## src/rtl/stat_pkg.sv

```systemverilog
// Shared types and helpers for the multi-channel statistics accumulator.
package stat_pkg;

  // Snapshot sequencer: wait for a request, then copy one lane to the outputs.
  typedef enum logic [0:0] {
    SNAP_IDLE    = 1'b0,
    SNAP_CAPTURE = 1'b1
  } snap_state_t;

  // Saturating adds are done on a wide carrier word and clamped to the real
  // width. Callers must keep their operand widths below SAT_MAX_W.
  localparam int SAT_MAX_W = 128;
  typedef logic [SAT_MAX_W-1:0] sat_word_t;

  localparam sat_word_t SAT_ONE = {{(SAT_MAX_W-1){1'b0}}, 1'b1};

  // Empty-lane values; lanes slice off the width they need.
  localparam sat_word_t EMPTY_ACC = {SAT_MAX_W{1'b0}};
  localparam sat_word_t EMPTY_CNT = {SAT_MAX_W{1'b0}};
  localparam sat_word_t EMPTY_MIN = {SAT_MAX_W{1'b1}};
  localparam sat_word_t EMPTY_MAX = {SAT_MAX_W{1'b0}};
  localparam logic      EMPTY_OVF = 1'b0;

  // a + b clamped to w bits of all-ones. Bit SAT_MAX_W of the result is the
  // clamp flag; bits [w-1:0] carry the (possibly clamped) sum. Both operands
  // must already fit in w bits.
  function automatic logic [SAT_MAX_W:0] sat_add(input sat_word_t a,
                                                 input sat_word_t b,
                                                 input int        w);
    logic [SAT_MAX_W:0] lim;
    logic [SAT_MAX_W:0] full;
    lim  = ({{SAT_MAX_W{1'b0}}, 1'b1} << w) - {{SAT_MAX_W{1'b0}}, 1'b1};
    full = {1'b0, a} + {1'b0, b};
    if (full > lim) begin
      sat_add = {1'b1, lim[SAT_MAX_W-1:0]};
    end else begin
      sat_add = {1'b0, full[SAT_MAX_W-1:0]};
    end
  endfunction

endpackage

```

## src/rtl/stat_lane.sv

```systemverilog
// One channel's statistics registers: sum, sum of squares, count, min, max
// and a sticky saturation flag. Clear beats load-with-sample beats update.
module stat_lane
  import stat_pkg::*;
#(
  parameter int DATA_W = 16,
  parameter int ACC_W  = 64,
  parameter int CNT_W  = 32
) (
  input  logic                clk,
  input  logic                nreset,
  input  logic                upd,
  input  logic [DATA_W-1:0]   data,
  input  logic [2*DATA_W-1:0] square,
  input  logic                clr,
  input  logic                clr_load,
  output logic [ACC_W-1:0]    sum,
  output logic [ACC_W-1:0]    sumsq,
  output logic [CNT_W-1:0]    count,
  output logic [DATA_W-1:0]   min,
  output logic [DATA_W-1:0]   max,
  output logic                ovf
);

  logic [ACC_W-1:0]  sum_q, sum_d;
  logic [ACC_W-1:0]  sumsq_q, sumsq_d;
  logic [CNT_W-1:0]  count_q, count_d;
  logic [DATA_W-1:0] min_q, min_d;
  logic [DATA_W-1:0] max_q, max_d;
  logic              ovf_q, ovf_d;

  logic [SAT_MAX_W:0] sum_inc_s;
  logic [SAT_MAX_W:0] sumsq_inc_s;
  logic [SAT_MAX_W:0] cnt_inc_s;
  logic               unused_hi_s;

  assign sum_inc_s   = sat_add(sat_word_t'(sum_q),   sat_word_t'(data),   ACC_W);
  assign sumsq_inc_s = sat_add(sat_word_t'(sumsq_q), sat_word_t'(square), ACC_W);
  assign cnt_inc_s   = sat_add(sat_word_t'(count_q), SAT_ONE,             CNT_W);

  // Upper carrier bits are always zero after clamping; fold them away.
  assign unused_hi_s = ^{sum_inc_s[SAT_MAX_W-1:ACC_W],
                         sumsq_inc_s[SAT_MAX_W-1:ACC_W],
                         cnt_inc_s[SAT_MAX_W-1:CNT_W]};

  // Next lane state: empty, restart from one sample, accumulate, or hold.
  always_comb begin
    sum_d   = sum_q;
    sumsq_d = sumsq_q;
    count_d = count_q;
    min_d   = min_q;
    max_d   = max_q;
    ovf_d   = ovf_q;
    if (clr) begin
      sum_d   = EMPTY_ACC[ACC_W-1:0];
      sumsq_d = EMPTY_ACC[ACC_W-1:0];
      count_d = EMPTY_CNT[CNT_W-1:0];
      min_d   = EMPTY_MIN[DATA_W-1:0];
      max_d   = EMPTY_MAX[DATA_W-1:0];
      ovf_d   = EMPTY_OVF;
    end else if (clr_load) begin
      // A single sample can never reach all-ones, so no clamp is possible.
      sum_d   = ACC_W'(data);
      sumsq_d = ACC_W'(square);
      count_d = SAT_ONE[CNT_W-1:0];
      min_d   = data;
      max_d   = data;
      ovf_d   = EMPTY_OVF;
    end else if (upd) begin
      sum_d   = sum_inc_s[ACC_W-1:0];
      sumsq_d = sumsq_inc_s[ACC_W-1:0];
      count_d = cnt_inc_s[CNT_W-1:0];
      min_d   = (data < min_q) ? data : min_q;
      max_d   = (data > max_q) ? data : max_q;
      ovf_d   = ovf_q | sum_inc_s[SAT_MAX_W] | sumsq_inc_s[SAT_MAX_W]
                      | cnt_inc_s[SAT_MAX_W];
    end else begin
      ovf_d   = ovf_q;
    end
  end

  // Lane registers, empty out of reset.
  always_ff @(posedge clk or negedge nreset) begin
    if (!nreset) begin
      sum_q   <= EMPTY_ACC[ACC_W-1:0];
      sumsq_q <= EMPTY_ACC[ACC_W-1:0];
      count_q <= EMPTY_CNT[CNT_W-1:0];
      min_q   <= EMPTY_MIN[DATA_W-1:0];
      max_q   <= EMPTY_MAX[DATA_W-1:0];
      ovf_q   <= EMPTY_OVF;
    end else begin
      sum_q   <= sum_d;
      sumsq_q <= sumsq_d;
      count_q <= count_d;
      min_q   <= min_d;
      max_q   <= max_d;
      ovf_q   <= ovf_d;
    end
  end

  assign sum   = sum_q;
  assign sumsq = sumsq_q;
  assign count = count_q;
  assign min   = min_q;
  assign max   = max_q;
  assign ovf   = ovf_q;

endmodule

```

## src/rtl/stat_accum.sv

```systemverilog
// Multi-channel streaming statistics accumulator: a registered input stage,
// CH lanes, and a two-state snapshot sequencer with optional clear-on-read.
module stat_accum
  import stat_pkg::*;
#(
  parameter  int DATA_W = 16,
  parameter  int CH     = 4,
  parameter  int ACC_W  = 64,
  parameter  int CNT_W  = 32,
  localparam int CH_W   = (CH > 1) ? $clog2(CH) : 1
) (
  input  logic              clk,
  input  logic              nreset,
  input  logic              en,
  input  logic              in_valid,
  input  logic [CH_W-1:0]   in_ch,
  input  logic [DATA_W-1:0] in_data,
  input  logic              clear,
  input  logic              snap_req,
  input  logic [CH_W-1:0]   snap_ch,
  input  logic              snap_clr,
  output logic              snap_busy,
  output logic              out_valid,
  output logic [ACC_W-1:0]  out_sum,
  output logic [ACC_W-1:0]  out_sumsq,
  output logic [CNT_W-1:0]  out_count,
  output logic [DATA_W-1:0] out_min,
  output logic [DATA_W-1:0] out_max,
  output logic              out_ovf
);

  localparam logic [CH_W:0] CH_LIM = (CH_W+1)'(CH);

  // ---- stage 1 ----
  logic                s1_valid_q, s1_valid_d;
  logic [CH_W-1:0]     s1_ch_q, s1_ch_d;
  logic [DATA_W-1:0]   s1_data_q, s1_data_d;
  logic [2*DATA_W-1:0] s1_sq_q, s1_sq_d;
  logic                in_hit_s;

  assign in_hit_s = ({1'b0, in_ch} < CH_LIM);

  // Accept a sample when enabled and addressed to an existing channel.
  always_comb begin
    s1_valid_d = in_valid & en & in_hit_s;
    if (s1_valid_d) begin
      s1_ch_d   = in_ch;
      s1_data_d = in_data;
      s1_sq_d   = (2*DATA_W)'(in_data) * (2*DATA_W)'(in_data);
    end else begin
      s1_ch_d   = s1_ch_q;
      s1_data_d = s1_data_q;
      s1_sq_d   = s1_sq_q;
    end
  end

  // Stage-1 registers.
  always_ff @(posedge clk or negedge nreset) begin
    if (!nreset) begin
      s1_valid_q <= 1'b0;
      s1_ch_q    <= {CH_W{1'b0}};
      s1_data_q  <= {DATA_W{1'b0}};
      s1_sq_q    <= {(2*DATA_W){1'b0}};
    end else begin
      s1_valid_q <= s1_valid_d;
      s1_ch_q    <= s1_ch_d;
      s1_data_q  <= s1_data_d;
      s1_sq_q    <= s1_sq_d;
    end
  end

  // ---- snapshot sequencer ----
  snap_state_t     state_q, state_d;
  logic [CH_W-1:0] snap_ch_q, snap_ch_d;
  logic            snap_clr_q, snap_clr_d;
  logic            capture_s;
  logic            snap_hit_s;

  assign capture_s  = (state_q == SNAP_CAPTURE);
  assign snap_hit_s = ({1'b0, snap_ch_q} < CH_LIM);

  // Latch a request in IDLE; CAPTURE always lasts exactly one cycle.
  always_comb begin
    state_d    = state_q;
    snap_ch_d  = snap_ch_q;
    snap_clr_d = snap_clr_q;
    case (state_q)
      SNAP_IDLE: begin
        if (snap_req) begin
          state_d    = SNAP_CAPTURE;
          snap_ch_d  = snap_ch;
          snap_clr_d = snap_clr;
        end else begin
          state_d    = SNAP_IDLE;
        end
      end
      SNAP_CAPTURE: state_d = SNAP_IDLE;
      default:      state_d = SNAP_IDLE;
    endcase
  end

  // Sequencer registers; reset aborts any outstanding snapshot.
  always_ff @(posedge clk or negedge nreset) begin
    if (!nreset) begin
      state_q    <= SNAP_IDLE;
      snap_ch_q  <= {CH_W{1'b0}};
      snap_clr_q <= 1'b0;
    end else begin
      state_q    <= state_d;
      snap_ch_q  <= snap_ch_d;
      snap_clr_q <= snap_clr_d;
    end
  end

  assign snap_busy = capture_s;

  // ---- lanes ----
  logic [ACC_W-1:0]  lane_sum_s   [CH];
  logic [ACC_W-1:0]  lane_sumsq_s [CH];
  logic [CNT_W-1:0]  lane_count_s [CH];
  logic [DATA_W-1:0] lane_min_s   [CH];
  logic [DATA_W-1:0] lane_max_s   [CH];
  logic [CH-1:0]     lane_ovf_s;
  logic [CH-1:0]     upd_s, cor_s, clr_s, load_s;

  for (genvar gi = 0; gi < CH; gi++) begin : g_lane
    // A clear-on-read that meets a sample for the same lane restarts the
    // lane from that sample, so it is neither lost nor counted twice.
    assign upd_s[gi]  = s1_valid_q && (s1_ch_q == CH_W'(gi));
    assign cor_s[gi]  = capture_s && snap_clr_q && snap_hit_s && (snap_ch_q == CH_W'(gi));
    assign clr_s[gi]  = clear || (cor_s[gi] && !upd_s[gi]);
    assign load_s[gi] = cor_s[gi] && upd_s[gi];

    stat_lane #(
      .DATA_W (DATA_W),
      .ACC_W  (ACC_W),
      .CNT_W  (CNT_W)
    ) u_lane (
      .clk      (clk),
      .nreset   (nreset),
      .upd      (upd_s[gi]),
      .data     (s1_data_q),
      .square   (s1_sq_q),
      .clr      (clr_s[gi]),
      .clr_load (load_s[gi]),
      .sum      (lane_sum_s[gi]),
      .sumsq    (lane_sumsq_s[gi]),
      .count    (lane_count_s[gi]),
      .min      (lane_min_s[gi]),
      .max      (lane_max_s[gi]),
      .ovf      (lane_ovf_s[gi])
    );
  end

  // ---- output mux and registers ----
  logic [ACC_W-1:0]  sel_sum_s, sel_sumsq_s;
  logic [CNT_W-1:0]  sel_count_s;
  logic [DATA_W-1:0] sel_min_s, sel_max_s;
  logic              sel_ovf_s;

  // Pick the requested lane; a nonexistent channel reads as empty with ovf set.
  always_comb begin
    sel_sum_s   = EMPTY_ACC[ACC_W-1:0];
    sel_sumsq_s = EMPTY_ACC[ACC_W-1:0];
    sel_count_s = EMPTY_CNT[CNT_W-1:0];
    sel_min_s   = EMPTY_MIN[DATA_W-1:0];
    sel_max_s   = EMPTY_MAX[DATA_W-1:0];
    sel_ovf_s   = 1'b1;
    if (snap_hit_s) begin
      sel_sum_s   = lane_sum_s[snap_ch_q];
      sel_sumsq_s = lane_sumsq_s[snap_ch_q];
      sel_count_s = lane_count_s[snap_ch_q];
      sel_min_s   = lane_min_s[snap_ch_q];
      sel_max_s   = lane_max_s[snap_ch_q];
      sel_ovf_s   = lane_ovf_s[snap_ch_q];
    end else begin
      sel_ovf_s   = 1'b1;
    end
  end

  logic              out_valid_q, out_valid_d;
  logic [ACC_W-1:0]  out_sum_q, out_sum_d, out_sumsq_q, out_sumsq_d;
  logic [CNT_W-1:0]  out_count_q, out_count_d;
  logic [DATA_W-1:0] out_min_q, out_min_d, out_max_q, out_max_d;
  logic              out_ovf_q, out_ovf_d;

  // Load the outputs from pre-edge lane values in CAPTURE, hold otherwise.
  always_comb begin
    out_valid_d = capture_s;
    if (capture_s) begin
      out_sum_d   = sel_sum_s;
      out_sumsq_d = sel_sumsq_s;
      out_count_d = sel_count_s;
      out_min_d   = sel_min_s;
      out_max_d   = sel_max_s;
      out_ovf_d   = sel_ovf_s;
    end else begin
      out_sum_d   = out_sum_q;
      out_sumsq_d = out_sumsq_q;
      out_count_d = out_count_q;
      out_min_d   = out_min_q;
      out_max_d   = out_max_q;
      out_ovf_d   = out_ovf_q;
    end
  end

  // Output registers; out_min resets to all-ones, everything else to zero.
  always_ff @(posedge clk or negedge nreset) begin
    if (!nreset) begin
      out_valid_q <= 1'b0;
      out_sum_q   <= {ACC_W{1'b0}};
      out_sumsq_q <= {ACC_W{1'b0}};
      out_count_q <= {CNT_W{1'b0}};
      out_min_q   <= {DATA_W{1'b1}};
      out_max_q   <= {DATA_W{1'b0}};
      out_ovf_q   <= 1'b0;
    end else begin
      out_valid_q <= out_valid_d;
      out_sum_q   <= out_sum_d;
      out_sumsq_q <= out_sumsq_d;
      out_count_q <= out_count_d;
      out_min_q   <= out_min_d;
      out_max_q   <= out_max_d;
      out_ovf_q   <= out_ovf_d;
    end
  end

  assign out_valid = out_valid_q;
  assign out_sum   = out_sum_q;
  assign out_sumsq = out_sumsq_q;
  assign out_count = out_count_q;
  assign out_min   = out_min_q;
  assign out_max   = out_max_q;
  assign out_ovf   = out_ovf_q;

endmodule

```

## config.mk

```make
export PLATFORM = sky130hd
export DESIGN_NAME = stat_accum
export DESIGN_NICKNAME = d
export VERILOG_FILES = /design/src/rtl/stat_pkg.sv /design/src/rtl/stat_lane.sv /design/src/rtl/stat_accum.sv
export SDC_FILE = /design/constraint.sdc
export NUM_CORES = 2
export LEC_CHECK = 0
export ABC_CLOCK_PERIOD_IN_PS = 7760
export CORE_MARGIN = 8
export CORE_UTILIZATION = 30
export CTS_BUF_LIST = sky130_fd_sc_hd__clkbuf_16
export DETAILED_ROUTE_END_ITERATION = 16
export PLACE_DENSITY_LB_ADDON = 0.1
export SLEW_MARGIN = 20
export SYNTH_ARGS = -nofsm -noshare
export SYNTH_HDL_FRONTEND = slang
export SYNTH_SLANG_ARGS = --single-unit
```

## constraint.sdc

```tcl
create_clock -name clk -period 7.76 [get_ports clk]
set_input_delay 1.552 -clock clk [delete_from_list [all_inputs] [get_ports clk]]
set_output_delay 1.552 -clock clk [all_outputs]
set_load 0.1 [all_outputs]
```

==> flow_metrics.py <==
metrics = {
    "synthesis": {
        "synth_warnings": 0,
        "seq_area_frac_synth_pct": 34.4,
        "synth_edf_count": 0,
        "netlist_instances": 8014,
        "synth_top_area_share_pct": 31.6,
        "synth_flop_cell": "dfrtp_1",
        "syn-num-nets": 8636,
        "synth.most_common_cell": "dfrtp_1",
        "async_flop_share_pct": 100,
        "synth-seq-cells": 1019,
        "syn_area_per_cell_um2": 9.28,
        "syn_area_um2": 74400,
        "yosys-top-cells-area": "dfrtp_1 32%, ha_1 7.2%, mux4_2 5.8%, fa_1 4.5%, nand2_1 3.8%",
        "synthTopCellsByCount": "939 x dfrtp_1, 762 x nand2_1, 534 x o21ai_0",
        "post-synth-top-area-cell": "dfrtp_1",
        "synth_cell_types": 96,
    },
    "setup_path": {
        "reg2reg_from": "s1_data_q[0]",
        "crit_end": "s1_sq_q[29]",
        "crit_top_cell": "inv_1",
        "critPathMaxFanout": 5,
        "crit_type": "in -> reg",
        "cp.arrival_ns": 7.91,
        "crit_start": "in_data[8]",
        "r2r-end": "g_lane[2].u_lane.sumsq[54]",
        "reg2reg_depth": 13,
        "end_kind": "flop",
        "startpoint_type": "input port",
        "max_stage_delay_ns": 0.53,
        "rrSetupSlack_ns": 2.03,
        "required_ns": 8.44,
        "slowest_stage": "clkdlybuf4s50_1",
    },
    "timing": {
        "period_needed_ns": 7.23,
        "clock_skew_ns": 0.0299,
        "rsz0062_at_grt": "false",
        "setup_viol_count_final": 0,
        "drv_slew": 0,
        "hold_viol": 0,
        "tightest_slew_ns": 1.15,
        "clock.fmax_mhz": 138,
        "fin_crit_sh_pct": 93.1,
        "hold_ws_ns": 0.477,
        "slew-limit-headroom_pct": 22.9,
    },
    "clocking": {
        "cts.repair.resized": 0,
        "cts_max_path_buffers": 3,
        "clk_latency_ns": 0.83,
        "clk_pin_slew_ns": 0.06,
        "clkSinkCount": 1019,
        "cts_max_level": 4,
        "cts_root_buf": "clkbuf_16",
        "postCtsHoldBufs": 0,
        "cts_buffers": 137,
        "postCtsSetupBuffers": 0,
        "cts_tree": "built",
    },
    "final_layout": {
        "drive_gt1_share_pct": 13.2,
        "nets": 8830,
        "n_fill_cell": 25402,
        "area_delta_synth_final_pct": 15.4,
        "layout.cells.non_filler": 11657,
    },
    "global_routing": {
        "use_met1_pct": 31.5,
        "grt_first_pass_wirelength_mm": 446,
        "grt-busiest-layer": "met2",
        "gr-total-overflow": 0,
        "grt_max_degree": 149,
        "grt_pass1_vias": 64861,
        "grt_usage_pct": 22.0,
        "met3_usage_pct": 2.91,
        "antenna_found_initial": 27,
        "use_met2_pct": 34.5,
    },
    "floorplan": {
        "die_area_um2": 264000,
        "rows": 183,
        "die_y_um": 514,
        "core_um2": 248000,
        "num_io_pins": 222,
        "initial_core_util_pct": 30.1,
        "die_w_um": 514,
    },
    "placement": {
        "port_buffers": 221,
        "gp_congestion": 0.916,
        "placed_cells": 11399,
        "dp_hpwl_mm": 221,
    },
    "drt": {
        "drc": 0,
        "detail_route.wl_per_cell_um": 25.7,
        "viasPerCell": 5.60,
        "dr.pass1.iters": 6,
        "drtIter0Drc": 5900,
        "postRouteAntennaNets": 0,
        "via_count": 65323,
        "drt-total-wl_mm": 300,
    },
    "power_and_ir_drop": {
        "power_density_nw_per_um2": 249,
        "ir_drop_v": 0.000377,
        "leakage_nw": 37.6,
    },
    "min_path": {
        "min_path_type": "reg -> reg",
    },
    "outcome": {
        "run_status": "finished, final reports clean",
    },
    "flow_run": {
        "drv_cap": 0,
    },
}
[worst max-delay path: cells and delay by family]
kind	cells	cell delay, ns
compound gates	8	1.72
buf+inv	8	0.97
mux	1	0.20
simple gates	2	0.17
fa+ha+maj	7	3.30
[report_power, final]
group	leakage [nW]	total (mW)	switching [mW]	internal, mW
clock network	2.24	6.29	2.71	3.58
registers	13.8	6.03	0.407	5.62
logic	21.6	9.03	5.22	3.81
[cell usage in the layout (no fill, tap or decap), types with 33 or more instances in the layout]
cell type / instances
dfrtp_1: 936
mux2_2: 207
ha_1: 427
clkbuf_16: 138
a22o_1: 39
buf_4: 286
nand3_1: 258
a311oi_1: 57
and2_1: 109
nand2b_1: 58
dfstp_2: 80
a21oi_1: 495
nor2b_1: 39
o21a_1: 56
mux2i_1: 66
nor3_1: 231
and4_1: 34
xnor2_1: 223
clkdlybuf4s50_1: 210
fa_1: 168
o221ai_1: 125
nor4_1: 68
nand2_1: 754
inv_1: 557
mux4_2: 193
or3_1: 33
a211oi_1: 106
a21o_1: 180
nand4_1: 139
xor2_1: 135
nor2_1: 497
and3_1: 159
o21ai_0: 532
a31oi_1: 95
[cell families (layout without fill, tap and decap cells)]
group           count (synthesis)  count (layout)  synth area share, %
compound gates               2095            2095                 18.5
xor+xnor                      358             358                 4.21
fa+ha+maj                     595             595                 11.7
buf+inv                       979            1283                 5.05
flops                        1019            1019                 34.4
mux                           466             466                 9.86
other cells                     0               9                    0
simple gates                 2502            2502                 16.3
[through the flow]
stage	util (%)	total power, mW	setup WS [ns]	setup TNS (ns)	instance area [µm²]
after floorplan	-	11.9	0.0980	0	74400
after global placement	32.9	15.2	-0.378	-1.62	81500
after detailed placement	32.9	15.2	-0.412	-2.11	81500
after CTS	34.7	21.7	0.493	0	85800
after global routing	34.7	22.9	0.0508	0	85800
final	34.7	21.4	0.533	0	85800
[state kept, by name, summed over array words and instances (netlist names), 16 cells and up]
signal	cells
out_sumsq	64
g_lane.u_lane.sumsq	256
out_min	16
g_lane.u_lane.max	64
s1_data_q	16
g_lane.u_lane.min	64
g_lane.u_lane.count	128
out_max	16
s1_sq_q	30
out_sum	64
out_count	32
g_lane.u_lane.sum	256
[routing by layer]
metal	up-vias	routed length, µm
met2	2101	134000
met3	399	17000
met4	0	10000
li1	29721	-
met1	33102	139000
met5	-	0
[how the worst min path moves through the flow]
stage,startpoint,end,slack [ns],cells after the start
2_1_floorplan,g_lane[2].u_lane.ovf,g_lane[2].u_lane.ovf,0.44,2
3_3_place_gp,g_lane[3].u_lane.min[0],g_lane[3].u_lane.min[0],0.47,2
3_5_place_dp,g_lane[2].u_lane.ovf,g_lane[2].u_lane.ovf,0.47,2
4_1_cts,g_lane[3].u_lane.min[0],g_lane[3].u_lane.min[0],0.48,2
5_1_grt,g_lane[3].u_lane.min[0],g_lane[3].u_lane.min[0],0.50,2
6_report,g_lane[3].u_lane.min[0],g_lane[3].u_lane.min[0],0.48,2
[cell type report]
cell class | count | area [µm²] | share of cell area, %
clock buffers | 138 | 3450 | 4.02
diodes | 9 | 22.5 | 0.0262
inverters | 525 | 1970 | 2.30
flip-flops and latches | 1019 | 25600 | 29.8
multi-input cells | 6016 | 45300 | 52.7
clock inverters | 111 | 863 | 1.01
well taps | 3330 | 4170 | 4.85
repair buffers | 509 | 4480 | 5.21
No activity file was read; power rests on OpenSTA's default activity.
